===== config.mk =====
export PLATFORM = sky130hd
export DESIGN_NAME = hazard_scoreboard
export DESIGN_NICKNAME = d
export VERILOG_FILES = /design/src/rtl/hazard_scoreboard.sv
export SDC_FILE = /design/constraint.sdc
export NUM_CORES = 1
export LEC_CHECK = 0
export CAP_MARGIN = 10
export CORE_UTILIZATION = 44
export DETAILED_ROUTE_END_ITERATION = 10
export GPL_TIMING_DRIVEN = 0
export PLACE_DENSITY = 0.76
export SYNTH_ARGS = -nofsm -noshare
export SYNTH_HDL_FRONTEND = slang
export SYNTH_SLANG_ARGS = --single-unit

===== constraint.sdc =====
create_clock -name clk -period 2.1 [get_ports clk]
set_input_delay 0.42 -clock clk [delete_from_list [all_inputs] [get_ports clk]]
set_output_delay 0.42 -clock clk [all_outputs]
set_load 0.05 [all_outputs]

===== src/rtl/hazard_scoreboard.sv =====
// Load-use interlock for an in-order pipeline: tracks in-flight loads for MEM_LATENCY
// cycles and stalls any ID-stage reader of their destination until the data is forwardable.
module hazard_scoreboard #(
  parameter int REG_ADDR_WIDTH = 5,
  parameter int MEM_LATENCY    = 1,
  parameter int STALL_CNT_W    = 32
) (
  input  logic                      clk,
  input  logic                      rst_n,
  input  logic                      id_valid,
  input  logic [REG_ADDR_WIDTH-1:0] id_rs1,
  input  logic                      id_rs1_used,
  input  logic [REG_ADDR_WIDTH-1:0] id_rs2,
  input  logic                      id_rs2_used,
  input  logic [REG_ADDR_WIDTH-1:0] id_rd,
  input  logic                      id_is_load,
  input  logic                      ex_redirect,
  input  logic                      perf_clr,
  output logic                      pc_write,
  output logic                      IF_ID_write,
  output logic                      IF_ID_flush,
  output logic                      ctrl_sel,
  output logic                      hazard_stall,
  output logic [STALL_CNT_W-1:0]    stall_cnt
);

  localparam logic [STALL_CNT_W-1:0] CNT_ONE = {{(STALL_CNT_W-1){1'b0}}, 1'b1};

  logic [MEM_LATENCY-1:0]    vld_q, vld_d;
  logic [REG_ADDR_WIDTH-1:0] rd_q [MEM_LATENCY];
  logic [REG_ADDR_WIDTH-1:0] rd_d [MEM_LATENCY];
  logic [STALL_CNT_W-1:0]    cnt_q, cnt_d;
  logic                      src1_hit, src2_hit, issue;

  function automatic logic [STALL_CNT_W-1:0] sat_inc(input logic [STALL_CNT_W-1:0] v);
    return (&v) ? v : v + CNT_ONE;
  endfunction

  // Each source is matched against every valid stage on its own, so x0/unused on one
  // side never masks a real dependency on the other.
  always_comb begin
    src1_hit = 1'b0;
    src2_hit = 1'b0;
    for (int k = 0; k < MEM_LATENCY; k++) begin
      if (vld_q[k] && (rd_q[k] == id_rs1)) src1_hit = 1'b1;
      if (vld_q[k] && (rd_q[k] == id_rs2)) src2_hit = 1'b1;
    end
    src1_hit = src1_hit & id_rs1_used & (id_rs1 != '0);
    src2_hit = src2_hit & id_rs2_used & (id_rs2 != '0);
  end

  assign hazard_stall = id_valid & (src1_hit | src2_hit) & ~ex_redirect;
  assign issue        = id_valid & id_is_load & (id_rd != '0) & ~hazard_stall & ~ex_redirect;

  always_comb begin
    vld_d    = '0;
    vld_d[0] = issue;
    rd_d[0]  = id_rd;
    for (int k = 1; k < MEM_LATENCY; k++) begin
      vld_d[k] = vld_q[k-1];
      rd_d[k]  = rd_q[k-1];
    end
    cnt_d = cnt_q;
    if (perf_clr)          cnt_d = '0;
    else if (hazard_stall) cnt_d = sat_inc(cnt_q);
  end

  always_ff @(posedge clk or negedge rst_n) begin
    if (!rst_n) begin
      vld_q <= '0;
      cnt_q <= '0;
    end else begin
      vld_q <= vld_d;
      cnt_q <= cnt_d;
    end
  end

  // Destination addresses are qualified by vld_q, so they carry no reset.
  always_ff @(posedge clk) begin
    for (int k = 0; k < MEM_LATENCY; k++) rd_q[k] <= rd_d[k];
  end

  // Redirect outranks the interlock: the stalled instruction is on the wrong path anyway.
  always_comb begin
    pc_write    = 1'b1;
    IF_ID_write = 1'b1;
    IF_ID_flush = 1'b0;
    ctrl_sel    = 1'b1;
    if (ex_redirect) begin
      IF_ID_flush = 1'b1;
      ctrl_sel    = 1'b0;
    end else if (hazard_stall) begin
      pc_write    = 1'b0;
      IF_ID_write = 1'b0;
      ctrl_sel    = 1'b0;
    end
  end

  assign stall_cnt = cnt_q;

endmodule


**Word-level counts from Yosys, hierarchy flattened**

Memory sizes are Yosys's and may differ from the RTL's.
Index checks and enable logic that the tools add are counted.

- Register bits: 33
- Output and inout bits: 37
- Bits in writable memories: 5
- Logic and storage cells: 37
- Memories kept: 1
- Bits of input ports: 23

- Add/subtract/negate cells: 1
- Muxes and demuxes: 9
- Bitwise logic cells: 13
- Reductions and logical operators: 8
- Equality and inequality tests: 3

Memory list:

| memory | words | width | rd ports | clocked after Yosys merged registers in | write ports | line | source |
|---|---|---|---|---|---|---|---|
| rd_q | 1 | 5 | 1 | 0 | 1 | 30 | `logic [REG_ADDR_WIDTH-1:0] rd_q [MEM_LATENCY];` |

Operators with widths:

| cell | count |
|---|---|
| two-way mux 32 bit | 3 |
| adder 32 x 1 -> 32 bit (second input constant) | 1 |
| AND reduction 32 bit | 1 |
| nonzero test 5 bit | 3 |
| AND 1 bit | 10 |
| == test 5 bit | 2 |
| two-way mux 1 bit | 6 |
| logical AND 1 bit | 2 |
| inequality test 2 bit (second input constant) | 1 |
| inverter 1 bit | 2 |
| AND reduction 2 bit | 1 |
| nonzero test 2 bit | 1 |
| OR 1 bit | 1 |

**Logic depth before layout (Yosys ltp)**

- Word-level depth: 11
- Depth in mapped cells: 9
- Gate-level depth less buffers: 7

**Least setup slack after synthesis**

No wires, ideal clock.

- Kind: reg2reg
- From: reg cnt_q[0], in the netlist stall_cnt[0]
- To: reg cnt_q[26], in the netlist stall_cnt[26]
- Required time: 1.975 ns
- Setup slack: -0.542 ns
- Library setup time: 0.125 ns
- Buffers on the path: 1
- Arrival time: 2.517 ns
- Clock period less this slack: 2.642 ns
- Cell stages (with the launch flop): 9
- Cells stage by stage: dfrtp_1 > ha_1 > nand2_1 > buf_6 > nor2_2 > nand2_4 > or4_4 > nor4_1 > mux2_2

- Word-level cells in the longest chain between the ends: 4
- Elaborated cells between the ends (all ways): 7
- Those cells by class: 1 x add/sub; 1 x eq/ne; 3 x mux; 2 x reduce/logical

RTL lines:

| element | line | source |
|---|---|---|
| from (decl) | 32 | `logic [STALL_CNT_W-1:0] cnt_q, cnt_d;` |
| from (signal assigned) | 74 | `cnt_q <= cnt_d;` |
| adder 32 x 1 -> 32 bit | 36 | `return (&v) ? v : v + CNT_ONE;` |
| two-way mux 32 bit | 36 |  |
| two-way mux 32 bit | 65 | `else if (hazard_stall) cnt_d = sat_inc(cnt_q);` |
| two-way mux 32 bit | 64 | `if (perf_clr) cnt_d = '0;` |

Several ways; a longest one is shown, not always the timed one. The select of a mux whose other input is x is not followed.
A chain may end at the register's enable or synchronous reset.

**Final worst setup path**

- From: in id_rs1[0]
- To: out ctrl_sel

- Word-level cells in the longest chain between the ends: 10
- Elaborated cells between the ends (all ways): 11
- Those cells by class: 1 x eq/ne; 3 x mux; 5 x bitwise; 2 x reduce/logical

RTL lines:

| element | line | source |
|---|---|---|
| from (decl) | 11 | `input logic [REG_ADDR_WIDTH-1:0] id_rs1,` |
| == test 5 bit | 45 | `if (vld_q[k] && (rd_q[k] == id_rs1)) src1_hit = 1'b1;` |
| logical AND 1 bit | 45 |  |
| two-way mux 1 bit | 45 |  |
| AND 1 bit | 48 | `src1_hit = src1_hit & id_rs1_used & (id_rs1 != '0);` |
| AND 1 bit (*) | 48 |  |
| OR 1 bit (*) | 52 | `assign hazard_stall = id_valid & (src1_hit \| src2_hit) & ~ex_redirect;` |
| AND 1 bit (*) (2 in a row) | 52 |  |
| two-way mux 1 bit (*) | 92 | `end else if (hazard_stall) begin` |
| two-way mux 1 bit (*) | 89 | `if (ex_redirect) begin` |
| to (decl) | 22 | `output logic ctrl_sel,` |

Mark *: on every way between the ends. The rest lies on a longest branch, timed or not.

==> flow_summary.json <==
{
  "status": "complete, but fails checks",
  "failed_checks": "negative setup slack",
  "syn_avg_cell_area_um2": 9.287,
  "synth_warnings": 0,
  "clkSlewWorstSetupHoldPaths_ns": 0.07,
  "via_per_inst": 5.912,
  "drc": 0,
  "cts-hold-fix-buffers": 0,
  "antenna_found_initial": 0,
  "gp_congestion": 0.9097,
  "fin_crit_sh_pct": 111.8,
  "postPlaceCellArea_mm2": 0.003058,
  "grt_setup_unrepaired": "true",
  "grt_first_pass_wirelength_um": 9991,
  "cp-start-kind": "input pin",
  "synth_cells": 244,
  "path_max_fanout": 2,
  "required_ns": 1.68,
  "final_cells": 409,
  "fin_nets": 365,
  "cts.sinks": 38,
  "drv_cap": 0,
  "drtIter0Drc": 156,
  "p_seq_share_pct": 51.1,
  "p_clk_share_pct": 36.7,
  "cts_buffers": 5,
  "synth_nets": 268,
  "max_freq_ghz": 0.4261,
  "skew_ns": 0.003041,
  "finalWorstSetupSlack_ns": -0.2470,
  "areaGrowthSynthToFinish_pct": 63.61,
  "synth_top_area_share_pct": 36.44,
  "p_sw_mw": 0.3731,
  "fin_crit_ns": 2.347,
  "overflow": 0,
  "combPwrFrac_pct": 12.2,
  "setup_viol": 25,
  "fillers": 313,
  "routedWlPerCell_um": 18.15,
  "timing.critical_path.buf_inv": 3,
  "h-tree-depth": 2,
  "slowest_stage": "or4_4",
  "die-height_um": 73.76,
  "switching_share_pct": 25.57,
  "power_mw": 1.459,
  "coreArea_mm2": 0.004848,
  "cts.root.buffer_cell": "clkbuf_8",
  "hold_viol_final": 0,
  "die_w_um": 73.76,
  "insertion_delay_ns": 0.29,
  "num_vias": 2418,
  "post-route-util_pct": 76.46,
  "syn_area_mm2": 0.002266,
  "dp_cells": 370,
  "tightest_slew_ns": 0.7794,
  "start_util_pct": 46.74,
  "dp_hpwl_um": 4266,
  "crit_type": "in -> out",
  "worstPathCellList": "buf_6 -> or4_4 -> a21oi_4 -> nor4_4 -> buf_4 -> o21ai_4 -> nor2b_4 -> buf_8",
  "synth.area.top_cells": "dfrtp_1, a21oi_1, dfxtp_1, o31ai_1, or4_1",
  "final.setup.tns_ns": -2.479,
  "track_usage_pct": 24.12,
  "synth_cell_types": 47,
  "maxSlewHeadroom_pct": 48.04,
  "p_per_area_mw_per_mm2": 393.5,
  "min-delay-path-class": "in -> async",
  "clock_path_buffers": 2,
  "end_kind": "primary output",
  "grt_pass1_vias": 2171,
  "worstPathArrival_ns": 1.93,
  "ant_nets": 0,
  "io_buffer_count": 59,
  "antennaDiodeCount": 0,
  "grt_max_degree": 34,
  "yosysTopAreaCell": "dfrtp_1",
  "drv_slew": 0,
  "ff_latch_area_um2": 968.4,
  "multi_input_area_mm2": 0.001585,
  "rows": 25,
  "drive_gt1_share_pct": 45.03,
  "firstDrtPassIters": 4,
  "final_area_mm2": 0.003707,
  "p_leak_nw": 1.365,
  "cts_tree": "yes",
  "slowest_delay_ns": 0.55,
  "vdd_drop_max_v": 0.0002603,
  "finalWirelength_um": 7424,
  "path_delay_family": "simple AND/OR/NAND/NOR gates",
  "ios": 60,
  "p_int_mw": 1.086,
  "dieArea_mm2": 0.005441,
  "yosysSeqAreaShare_pct": 40.86,
  "ys_ff_latch": 38
}
cells in the final DEF, fill, tap and decap left out, types with 4 or more instances in the layout:
cell	n
nor2b_1	7
nor4_2	5
or4_1	12
o31ai_1	12
buf_4	30
clkbuf_8	6
a21oi_2	4
a21oi_1	19
or3_1	6
o21ai_0	9
nand4_1	9
mux2_2	8
buf_6	8
dfrtp_2	28
dfrtp_1	5
nand2_1	11
nand3_1	9
nor2_1	15
buf_8	5
clkdlybuf4s50_1	40
dlygate4sd2_1	6
inv_1	9
xnor2_2	6
nor4_4	5
final cells by class:
type,count,share of cell area (%)
tap,67,2.261
clock inverter,1,0.1350
clock buffer,7,2.329
multi-input combinational,186,42.76
buffer,10,2.700
inverter,10,1.114
timing repair buffer,90,22.58
sequential,38,26.12
synthesized netlist by cell type, drive strengths merged:
| cell type | instances |
|---|---|
| nor4 | 11 |
| o41a | 1 |
| a21oi | 24 |
| inv | 10 |
| xor2 | 2 |
| o31ai | 13 |
| o41ai | 1 |
| ha | 1 |
| nand2b | 2 |
| or3 | 9 |
| or4 | 17 |
| o21a | 1 |
| nand4 | 10 |
| and3 | 1 |
| nor2b | 9 |
| o2111ai | 2 |
| mux2 | 8 |
| dfxtp | 5 |
| nor2 | 19 |
| and2 | 1 |
| o211ai | 2 |
| o2111a | 1 |
| clkbuf | 3 |
| and4 | 3 |
| o21ai | 10 |
| nand3 | 11 |
| dlymetal6s2s | 1 |
| nor3 | 3 |
| dlygate4sd3 | 1 |
| buf | 6 |
| or4b | 1 |
| xnor2 | 7 |
| nand2 | 14 |
| mux2i | 1 |
| dfrtp | 33 |
timing repair:
action	4_1_cts	5_1_grt
pin swaps	12	13
endpoints found under the setup margin	37	36
resized for setup	70	56
setup buffers	12	17
cloned	0	4
through the flow:
step,hold slack [ns],setup WS [ns]
final,0.2045,-0.2470
after global routing,0.2578,-0.3366
after CTS,0.2239,-0.1552
after detailed placement,0.5403,-1.189
after global placement,0.5632,-1.218
after floorplan,0.1244,-0.05757
sequential cells by signal, summed over array words and instances, names as in the netlist:
signal and cells:
stall_cnt 32, rd_q 5, vld_q 1
power groups by stage:
| stage | logic, mW | registers (mW) | clock network (mW) |
|---|---|---|---|
| 2_1_floorplan | 0.0583 | 0.755 | 0 |
| 3_3_place_gp | 0.133 | 0.756 | 0 |
| 3_5_place_dp | 0.133 | 0.756 | 0 |
| 4_1_cts | 0.149 | 0.742 | 0.539 |
| 5_1_grt | 0.191 | 0.746 | 0.577 |
| 6_report | 0.179 | 0.746 | 0.535 |
kinds of logic after synthesis:
| family | Yosys count | synth area share (%) |
|---|---|---|
| XOR/XNOR | 9 | 3.479 |
| adder cells (fa/ha/maj) | 1 | 0.5521 |
| AO/OA/AOI/OAI | 55 | 15.46 |
| multiplexers | 9 | 4.418 |
| flip-flops | 38 | 40.86 |
| AND/OR/NAND/NOR | 111 | 29.93 |
| buffers and inverters | 21 | 5.301 |
final timing paths:
| kind | from | end | slack (ns) | cells past startpoint |
|---|---|---|---|---|
| worst min register to register | stall_cnt[13] | stall_cnt[13] | 0.59 | 2 |
| max in group asynchronous | rst_n | stall_cnt[10] | 1.35 | 1 |
| worst max register to register | stall_cnt[12] | stall_cnt[15] | -0.13 | 8 |
| worst min-delay path | rst_n | stall_cnt[5] | 0.20 | 1 |
| worst max-delay path | id_rs1[0] | ctrl_sel | -0.25 | 8 |
| min in group clk | id_rd[0] | rd_q[0][0] | 0.59 | 1 |
metal layers:
metal | GRT usage [%] | wire length (um)
met1 | 30.86 | 3149
met3 | 4.801 | 368
met2 | 40.27 | 3800
met4 | 8.761 | 106
met5 | 0 | 0
(Power assumes the default switching activity.)
